## config.mk

```make
export PLATFORM = sky130hd
export DESIGN_NAME = uart_receiving
export DESIGN_NICKNAME = d
export VERILOG_FILES = /design/src/rtl/uart_receiving.sv
export SDC_FILE = /design/constraint.sdc
export NUM_CORES = 1
export LEC_CHECK = 0
export CORE_MARGIN = 2
export CORE_UTILIZATION = 64
export DETAILED_ROUTE_END_ITERATION = 16
export GPL_TIMING_DRIVEN = 0
export PLACE_DENSITY = 0.84
export SLEW_MARGIN = 30
export SYNTH_ARGS = -nofsm -noshare
export SYNTH_HDL_FRONTEND = slang
export SYNTH_SLANG_ARGS = --single-unit
```

## constraint.sdc

```tcl
create_clock -name clk -period 5.9 [get_ports clk]
set_clock_uncertainty 0.15 [all_clocks]
set_input_delay 0.59 -clock clk [delete_from_list [all_inputs] [get_ports clk]]
set_output_delay 0.59 -clock clk [all_outputs]
set_load 0.01 [all_outputs]
```

## src/rtl/uart_receiving.sv

```systemverilog
// uart_receiving
//   8N1 UART receiver with a first-word-fall-through receive FIFO.
//   rx is synchronized by two flops. A single down-counter times the half
//   bit that ends in the middle of the start bit and the full bit periods
//   that follow. Each bit is sampled once, in the middle of that bit.
//
// Ports
//   clk           system clock; all logic uses the rising edge
//   reset         asynchronous, active-low reset
//   rx            serial line, idle high, asynchronous to clk
//   data_out      byte at the FIFO head (0 when the FIFO is empty)
//   data_valid    high while the FIFO is non-empty
//   data_ready    the head is popped on a cycle where this and data_valid are high
//   fifo_count    number of stored bytes, 0..fifo_depth
//   framing_error one-cycle pulse when the stop bit is sampled low
//   overrun       sticky; set when a byte is dropped because the FIFO is full
//   clear         synchronous clear of overrun (a new overrun in the same cycle wins)
module uart_receiving #(
   parameter int clk_freq   = 1_000_000,
   parameter int baud_rate  = 9600,
   parameter int fifo_depth = 8
) (
   input  logic       clk,
   input  logic       reset,
   input  logic       rx,
   output logic [7:0] data_out,
   output logic       data_valid,
   input  logic       data_ready,
   output logic [8:0] fifo_count,
   output logic       framing_error,
   output logic       overrun,
   input  logic       clear
);

   localparam int div   = clk_freq / baud_rate;
   localparam int half  = div / 2;
   localparam int cnt_w = (div > 1) ? $clog2(div) : 1;
   localparam int aw    = $clog2(fifo_depth);

   localparam logic [cnt_w-1:0] half_m1 = cnt_w'(half - 1);
   localparam logic [cnt_w-1:0] div_m1  = cnt_w'(div - 1);

   typedef enum logic [2:0] {
      S_IDLE,
      S_START,
      S_DATA,
      S_STOP,
      S_WAIT_IDLE
   } state_t;

   // ---------------- rx synchronizer ----------------
   // Both flops reset to the idle level, so reset does not look like a start bit.
   logic sync1, rx_sync;

   // NOTE: sequential state uses non-blocking assignments only. Every flop
   // then samples its value from before the edge, whatever the order of the
   // statements.
   always_ff @(posedge clk or negedge reset) begin
      if (!reset) begin
         sync1   <= 1'b1;
         rx_sync <= 1'b1;
      end else begin
         sync1   <= rx;
         rx_sync <= sync1;
      end
   end

   // ---------------- receive FSM ----------------
   state_t           state, state_next;
   logic [cnt_w-1:0] cnt, cnt_next;
   logic [7:0]       shift, shift_next;
   logic [2:0]       bit_cnt, bit_next;
   logic             push, fe_next;

   always_ff @(posedge clk or negedge reset) begin
      if (!reset) begin
         state         <= S_IDLE;
         cnt           <= '0;
         shift         <= '0;
         bit_cnt       <= '0;
         framing_error <= 1'b0;
      end else begin
         state         <= state_next;
         cnt           <= cnt_next;
         shift         <= shift_next;
         bit_cnt       <= bit_next;
         framing_error <= fe_next;
      end
   end

   // NOTE: every output of this block gets a default before the case
   // statement. No path through the block leaves a value unassigned, so no
   // latch is inferred.
   always_comb begin
      state_next = state;
      cnt_next   = cnt;
      shift_next = shift;
      bit_next   = bit_cnt;
      push       = 1'b0;
      fe_next    = 1'b0;
      unique case (state)
         S_IDLE: begin
            if (!rx_sync) begin
               state_next = S_START;
               cnt_next   = half_m1;
            end
         end
         S_START: begin
            if (cnt == '0) begin
               // If the line is high again in mid start bit, it was a glitch.
               if (!rx_sync) begin
                  state_next = S_DATA;
                  cnt_next   = div_m1;
                  bit_next   = 3'd0;
               end else begin
                  state_next = S_IDLE;
               end
            end else begin
               cnt_next = cnt - cnt_w'(1);
            end
         end
         S_DATA: begin
            if (cnt == '0) begin
               // LSB arrives first: shift right so the first bit ends in bit 0.
               shift_next = {rx_sync, shift[7:1]};
               cnt_next   = div_m1;
               bit_next   = bit_cnt + 3'd1;
               if (bit_cnt == 3'd7) state_next = S_STOP;
            end else begin
               cnt_next = cnt - cnt_w'(1);
            end
         end
         S_STOP: begin
            if (cnt == '0) begin
               if (rx_sync) begin
                  push       = 1'b1;
                  state_next = S_IDLE;
               end else begin
                  fe_next    = 1'b1;
                  state_next = S_WAIT_IDLE;
               end
            end else begin
               cnt_next = cnt - cnt_w'(1);
            end
         end
         S_WAIT_IDLE: begin
            if (rx_sync) state_next = S_IDLE;
         end
         default: state_next = S_IDLE;
      endcase
   end

   // ---------------- receive FIFO ----------------
   logic [7:0]    mem [fifo_depth];
   logic [aw-1:0] wptr, rptr;
   logic [8:0]    count;
   logic          pop, full, do_push;

   assign data_valid = (count != 9'd0);
   assign pop        = data_valid & data_ready;
   assign full       = (count == 9'(fifo_depth));
   // A pop in the same cycle frees the slot, so a push into a full FIFO still succeeds.
   assign do_push    = push & (~full | pop);
   assign data_out   = data_valid ? mem[rptr] : 8'h00;
   assign fifo_count = count;

   always_ff @(posedge clk or negedge reset) begin
      if (!reset) begin
         wptr    <= '0;
         rptr    <= '0;
         count   <= '0;
         overrun <= 1'b0;
      end else begin
         if (do_push) wptr <= wptr + 1'b1;
         if (pop)     rptr <= rptr + 1'b1;
         unique case ({do_push, pop})
            2'b10:   count <= count + 9'd1;
            2'b01:   count <= count - 9'd1;
            default: count <= count;
         endcase
         if (push && full && !pop) overrun <= 1'b1;
         else if (clear)           overrun <= 1'b0;
      end
   end

   // NOTE: the storage array has no reset. An entry is only read after it
   // has been written, and data_out is forced to 0 while the FIFO is empty.
   always_ff @(posedge clk) begin
      if (do_push) mem[wptr] <= shift;
   end

endmodule

```

==> reports/qor.yml, run 1 <==
logic_synthesis:
  synth_area_leaders: "edfxtp_1, dfrtp_1, mux4_2, ha_1, mux2_2"
  synth_adder_area_share_pct: 3.93
  synth_xor_area_share_pct: 2.45
  syn_area_um2: 4640
  syn-num-nets: 343
  synth_top_area_cell: "edfxtp_1"
  yosys.area_share.simple_pct: 8.65
  synth_top_area_share_pct: 41.4
  ys_ff_latch: 104
  synth_edf_count: 64
  syn-instance-count: 324
  synth-seq-area-share_pct: 63.0
  ys_async_sr_fraction_pct: 38.5
  synth_mux_area_share_pct: 13.6
  synth_top_family_by_area: "multiplexers"
  yosys_most_used_dff: "edfxtp_1"
  synth_compound_area_share_pct: 6.49
  ys_warn_count: 0
  syn_area_per_cell_um2: 14.3
  netlist-cell-type-count: 44
drt:
  firstDrtPassIters: 4
  ant_nets: 0
  viasPerCell: 5.93
  drt_iter0_drc: 294
  dr_total_vias: 2762
  wire_per_inst_um: 18.0
  drc: 0
  detail_route.wirelength_um: 8370
clock_tree:
  holdBufCountCts: 1
  cts_tree: "built"
  cts_buffer_depth: 2
  cts_buffers: 9
  htree_num_levels: 3
  cts_sinks: 104
  cts_root_buffer: "clkbuf_8"
  cts_resized: 0
  clk_latency_ps: 360
  postCtsSetupBuffers: 0
  path_clk_slew_ps: 100
layout:
  layout-drive-gt1-share_pct: 16.3
  final_area_um2: 5240
  syn_to_final_growth_pct: 12.9
  n_antenna_cell: 0
  fin_nets: 381
die:
  die-width_um: 89.2
  start_util_pct: 65.1
  die_h_um: 89.2
  core_um2: 7140
  rows: 31
  dieArea_um2: 7950
  num_io_pins: 25
placement:
  placed_cell_area_um2: 5060
  hpwl_um: 6030
  port_buffers: 24
  gp_congestion: 0.819
timing:
  setup_viol: 0
  fmax_mhz: 263
  period_share_pct: 64.5
  tns_ps: 0
  max_slew.worst_pin.slew_ps: 868
  drv_slew: 0
  rsz0062_at_grt: "false"
  finalHoldViolations: 0
  slew_headroom_pct: 41.8
  period_needed_ps: 3810
pwr:
  power.internal_mw: 0.935
  switchingPower_mw: 0.237
  seqPwrFrac_pct: 65.5
  finalPower_mw: 1.17
  swShare_pct: 20.2
  ir_drop_mv: 0.139
  clock_power_share_pct: 33.5
  pwr-share-comb_pct: 1.0
  power.density_nw_per_um2: 224
  p_leak_nw: 2.17
grt:
  grt_util_met2_pct: 38.8
  grt_max_degree: 27
  antenna_found_initial: 0
  grt_use_total_pct: 23.4
  top_usage_layer: "met2"
  grt_first_pass_wirelength_um: 13600
  grt_remaining_overflow: 0
  grt_util_met1_pct: 32.0
  grt_pass1_vias: 2675
  grtUsageMet3_pct: 4.80
worst_setup_path:
  critPathMaxFanout: 10
  worstSetupEndpointType: "primary output"
  crit_required_ps: 5160
  critPathKind: "register to primary output"
  worstSetupStartpointType: "register"
  critPathArrivalTime_ps: 3070
status:
  status: "finished, final reports clean"
run:
  maxCapViolCount: 0
min_path:
  hp-class: "register to register"
[synth_stat cells (all sizes together), types with 2 or more instances]
| master | n |
|---|---|
| mux2i | 11 |
| edfxtp | 64 |
| dfrtp | 38 |
| clkbuf | 5 |
| o22ai | 3 |
| nor3 | 9 |
| nand2b | 3 |
| nor2 | 28 |
| mux4 | 16 |
| o21bai | 2 |
| a21o | 4 |
| nor2b | 3 |
| o21a | 2 |
| a31oi | 4 |
| o21ai | 8 |
| mux2 | 13 |
| a21oi | 19 |
| ha | 13 |
| inv | 12 |
| dfstp | 2 |
| buf | 6 |
| and2 | 2 |
| nor4 | 4 |
| nand3 | 5 |
| o31ai | 4 |
| xor2 | 3 |
| xnor2 | 10 |
| nand2 | 19 |
[layout make-up]
| class | count | area [µm²] |
|---|---|---|
| flip-flops and latches | 104 | 2930 |
| fillers | 466 | 1900 |
| multi-input cells | 197 | 1660 |
| repair buffers | 27 | 273 |
| clock buffers | 11 | 141 |
| well taps | 99 | 124 |
| plain buffers | 11 | 45.0 |
| inverters | 12 | 45.0 |
| clock inverters | 5 | 32.5 |
[through the flow]
step	utilization (%)	setup WS [ps]	std cells	hold slack, ps
floorplan	-	2580	324	144
global placement	70.2	2230	447	196
detailed placement	70.9	2160	449	201
CTS	73.4	2030	466	200
global route	73.4	1820	466	215
finish	73.4	2090	466	201
[worst max-delay path: stages, from the launching register on]
cell and delay (ps):
dfrtp_1 360, buf_2 280, buf_1 690, mux4_2 620
mux2i_1 160, nor2_1 70, clkdlybuf4s50_1 520
[sequential cells by signal, summed over array words and instances, names as in the netlist]
| name | flops |
|---|---|
| mem | 64 |
| rptr | 3 |
| framing_error | 1 |
| bit_cnt | 3 |
| shift | 8 |
| state | 3 |
| overrun | 1 |
| fifo_count | 9 |
| wptr | 3 |
| sync1 | 1 |
| rx_sync | 1 |
| cnt | 7 |
[final timing paths]
kind	depth (start not counted)	end	startpoint	slack (ps)
min in group asynchronous	2	cnt[5]	reset	510
hold reg to reg	0	rx_sync	sync1	200
setup / recovery	6	data_out[3]	rptr[0]	2090
setup reg to reg	13	fifo_count[7]	fifo_count[0]	2130
hold / removal	0	rx_sync	sync1	200
max in group asynchronous	3	shift[6]	reset	4630
[cells in the final DEF (no fill, tap or decap), types with 2 or more instances in the layout]
cell type,Yosys,routed
mux2_2,13,13
nand3_1,5,5
o21bai_1,2,2
clkbuf_1,5,6
a31oi_1,4,4
dfstp_2,2,2
clkinvlp_4,0,3
ha_1,13,13
nand2_1,19,19
a21oi_1,19,19
nor2_1,27,27
o21ai_0,8,8
mux4_2,16,16
mux2i_1,10,10
buf_1,3,3
inv_1,12,12
o31ai_1,4,4
buf_2,3,4
clkdlybuf4s50_1,0,23
dfrtp_1,38,38
edfxtp_1,64,64
nor4_1,4,3
nor2b_1,3,3
nor3_1,8,4
nand2b_1,3,3
xnor2_1,10,10
xor2_1,3,3
o22ai_1,3,3
and2_1,2,2
clkbuf_8,0,10
a21o_1,4,4
nor3_2,0,4
o21a_1,2,2
[cell families after synthesis]
logic type,count (synthesis)
DFF,104
muxes,40
and+or+nand+nor,80
adders and majority gates,14
AOI/OAI and AO/OA,50
buffers and inverters,23
xor gates and xnor gates,13
[power by group through the flow]
stage | registers, mW | logic, mW | clock network [mW]
finish | 0.767 | 0.0116 | 0.393
global route | 0.768 | 0.0135 | 0.434
CTS | 0.768 | 0.0121 | 0.399
detailed placement | 0.783 | 0.0116 | 0
global placement | 0.783 | 0.00987 | 0
floorplan | 0.783 | 0.00149 | 0
[metal layers]
layer | wire length [µm] | share of wire, %
met5 | 0 | 0
met4 | 111 | 1.3
met1 | 3600 | 43
met3 | 346 | 4.1
met2 | 4310 | 52
No activity file was read; power rests on OpenSTA's default activity.
==> inputs of run 2 (changes only) <==
- CORE_UTILIZATION: 64 -> 59
- PLACE_DENSITY: 0.84 -> 0.79
- clock period: 5.9 -> 4 ns (I/O delays scaled with it)
==> run 2 against run 1 <==
Net effect:
- sequential cell count is the same
- power up 53%
- sequential power rose by 47%
- final cell count increased by 0.86%
- critical path depth is 6 higher
- utilization shrank 4.7 points
- sequential share of layout area is 0.49 points lower
- critical endpoint is now fifo_count[7]
==> reports/qor.yml, run 2 (synthesis gave the netlist of run 1 again) <==
status:
  status: "finished, final reports clean"
pwr:
  switchingPower_mw: 0.366  # +55%
  clock_power_share_pct: 35.8  # +2.3 points
  p_leak_nw: 2.19  # +1.1%
  ir_drop_mv: 0.195  # +40%
  power.density_nw_per_um2: 339  # +52%
  finalPower_mw: 1.79  # +53%
  seqPwrFrac_pct: 63.2  # -2.3 points
  pwr-share-comb_pct: 1.0  # about the same
  power.internal_mw: 1.43  # +52%
  swShare_pct: 20.4  # +0.22 points
timing:
  period_share_pct: 92.1
  drv_slew: 0  # unchanged
  holdWs_ps: 210  # +9.04 ps
  tns_ps: 0  # unchanged
  setup_viol: 0  # unchanged
  fmax_mhz: 271
  max_slew.worst_pin.slew_ps: 962  # +93.2 ps
  period_needed_ps: 3690
  fin_ws_ps: 314  # -1780 ps
  rsz0062_at_grt: "false"
  slew_headroom_pct: 35.6  # -6.1 points
  finalHoldViolations: 0  # unchanged
layout:
  syn_to_final_growth_pct: 13.8
  largest_reg_flops: 64  # unchanged
  n_antenna_cell: 0  # unchanged
  largest_register: "mem"
  fillCellCount: 526  # +13%
  final_area_um2: 5290  # +0.88%
  final_common_cell: "edfxtp_1"
  stdcell_count: 470  # +0.86%
  fin_nets: 382  # +0.26%
  fin_util_pct: 68.8  # -4.7 points
  layout-drive-gt1-share_pct: 17.4  # +1.0 points
  mostFrequentLayoutCells: "edfxtp_1, dfrtp_1, nor2_1, clkdlybuf4s50_1"
grt:
  grt_use_total_pct: 21.6  # -1.8 points
  antenna_found_initial: 0  # unchanged
  grt_first_pass_wirelength_um: 14000  # +2.6%
  grt_remaining_overflow: 0  # unchanged
  grt_max_degree: 30  # +11%
  grt_pass1_vias: 2761  # +3.2%
die:
  rows: 32  # +3.2%
  die-width_um: 92.7  # +4.0%
  start_util_pct: 60.4  # -4.7 points
  core_um2: 7690  # +7.7%
  num_io_pins: 25  # unchanged
  dieArea_um2: 8600  # +8.1%
  die_h_um: 92.7  # +4.0%
clock_tree:
  cts_buffer_depth: 2  # unchanged
  cts_sinks: 104  # unchanged
  cts_buffers: 9  # unchanged
  path_clk_slew_ps: 90  # about the same
  htree_num_levels: 3  # unchanged
  cts_root_buffer: "clkbuf_8"
  clk_latency_ps: 360  # about the same
  cts_tree: "built"
worst_setup_path:
  worstSetupStartpointType: "register"
  worstReg2RegStart: "cnt[4]"
  crit_chain: "or4_1 > buf_2 > nor3_4 > and4_1 > nor2_1 > ha_1 > a21o_1 > a21oi_1 > o31ai_1 > a21oi_1 > xnor2_1 > mux2_2"
  timing.rr.end: "fifo_count[7]"
  cpMostUsedCell: "a21oi_1"
  critPathKind: "register to register"
  critPathMaxFanout: 9  # -1
  r2r_slack_ps: 310  # -1820 ps
  critPathArrivalTime_ps: 3790  # +720 ps
  worstSetupEndpointType: "register"
  critPathMaxStageDelay_ps: 520  # -170 ps
  slowest_stage: "or4_1"
  crit_required_ps: 4100  # -1060 ps
  r2r_cells: 12  # -1
placement:
  hpwl_um: 5800  # -3.7%
  gp_congestion: 0.852  # +4.1%
  port_buffers: 24  # unchanged
  dp_cells: 453  # +0.89%
  placed_cell_area_um2: 5070  # +0.17%
  post-place-ws_ps: 306  # -1850 ps
min_path:
  hp-start: "sync1"
  holdPathStages: 0  # unchanged
  hp-class: "register to register"
  min_to: "rx_sync"
drt:
  detail_route.wirelength_um: 8420  # +0.61%
  wire_per_inst_um: 17.9  # -0.25%
  viasPerCell: 5.81  # -2.0%
  dr_total_vias: 2729  # -1.2%
  ant_nets: 0  # unchanged
  drt_iter0_drc: 171  # -42%
  firstDrtPassIters: 4  # unchanged
  drc: 0  # unchanged
run:
  maxCapViolCount: 0  # unchanged
-- run 2: changes by cell type in the layout (fill, tap and decap cells not counted), sizes merged --
cell      previous run  this run
clkbuf              16        17
inv                 13        14
clkinv               1         0
buf                  9        10
clkinvlp             3         2
-- run 2: worst max-delay path: cells and delay by family (launching register included) --
kind	cells	cell delay, ps
XOR/XNOR	1	80
flip-flops	1	440
adder cells (fa/ha/maj)	1	330
AND/OR/NAND/NOR	4	1350
AO/OA/AOI/OAI	4	790
multiplexers	1	250
buffers and inverters	1	180
-- run 2: layer usage --
metal | vias up | share of wire, % | GRT usage [%]
met2 | 60 | 52 | 37.0
met5 | - | 0 | 0
li1 | 1294 | - | -
met1 | 1365 | 43 | 27.6
met3 | 10 | 2.7 | 4.15
met4 | 0 | 1.8 | 7.97
-- run 2: worst max path at each step --
stage | startpoint | end | slack [ps] | cells after the start
2_1_floorplan | cnt[4] | fifo_count[7] | 680 | 12
3_3_place_gp | cnt[4] | mem[4][3] | 310 | 7
3_5_place_dp | fifo_count[4] | fifo_count[7] | 310 | 13
4_1_cts | fifo_count[4] | fifo_count[7] | 270 | 13
5_1_grt | cnt[4] | fifo_count[8] | 70 | 12
6_report | cnt[4] | fifo_count[7] | 310 | 12
-- run 2: timing repair --
action	CTS	global route
setup buffers	0	0
setup endpoints to repair	0	3
hold buffers	1	0
gates resized for setup	0	1
endpoints found under the hold margin	11	0
-- run 2: layout make-up --
cell class	count	area, µm²	share of cell area [%]
Sequential cell	104	2930	55.3
Inverter	12	45.0	0.852
Buffer	11	45.0	0.852
Timing Repair Buffer	28	278	5.25
Multi-Input combinational cell	197	1670	31.5
Tap cell	102	128	2.41
Clock buffer	12	166	3.15
Clock inverter	4	35.0	0.663
-- run 2: power by group through the flow --
stage / Combinational (mW) / Clock, mW / Sequential, mW
floorplan: 0.00219 / 0 / 1.16
CTS: 0.0175 / 0.657 / 1.13
detailed placement: 0.0168 / 0 / 1.16
finish: 0.0171 / 0.642 / 1.13
global placement: 0.0147 / 0 / 1.16
global route: 0.0196 / 0.696 / 1.13
==> inputs of run 3 (changes only) <==
--- a/constraint.sdc
+++ b/constraint.sdc
@@ -4,2 +4,2 @@
 set_output_delay 0.4 -clock clk [all_outputs]
-set_load 0.01 [all_outputs]
+set_load 0.02 [all_outputs]
==> results of run 3 <==
The final DEF is identical to that of run 2; final timing and power are the same.
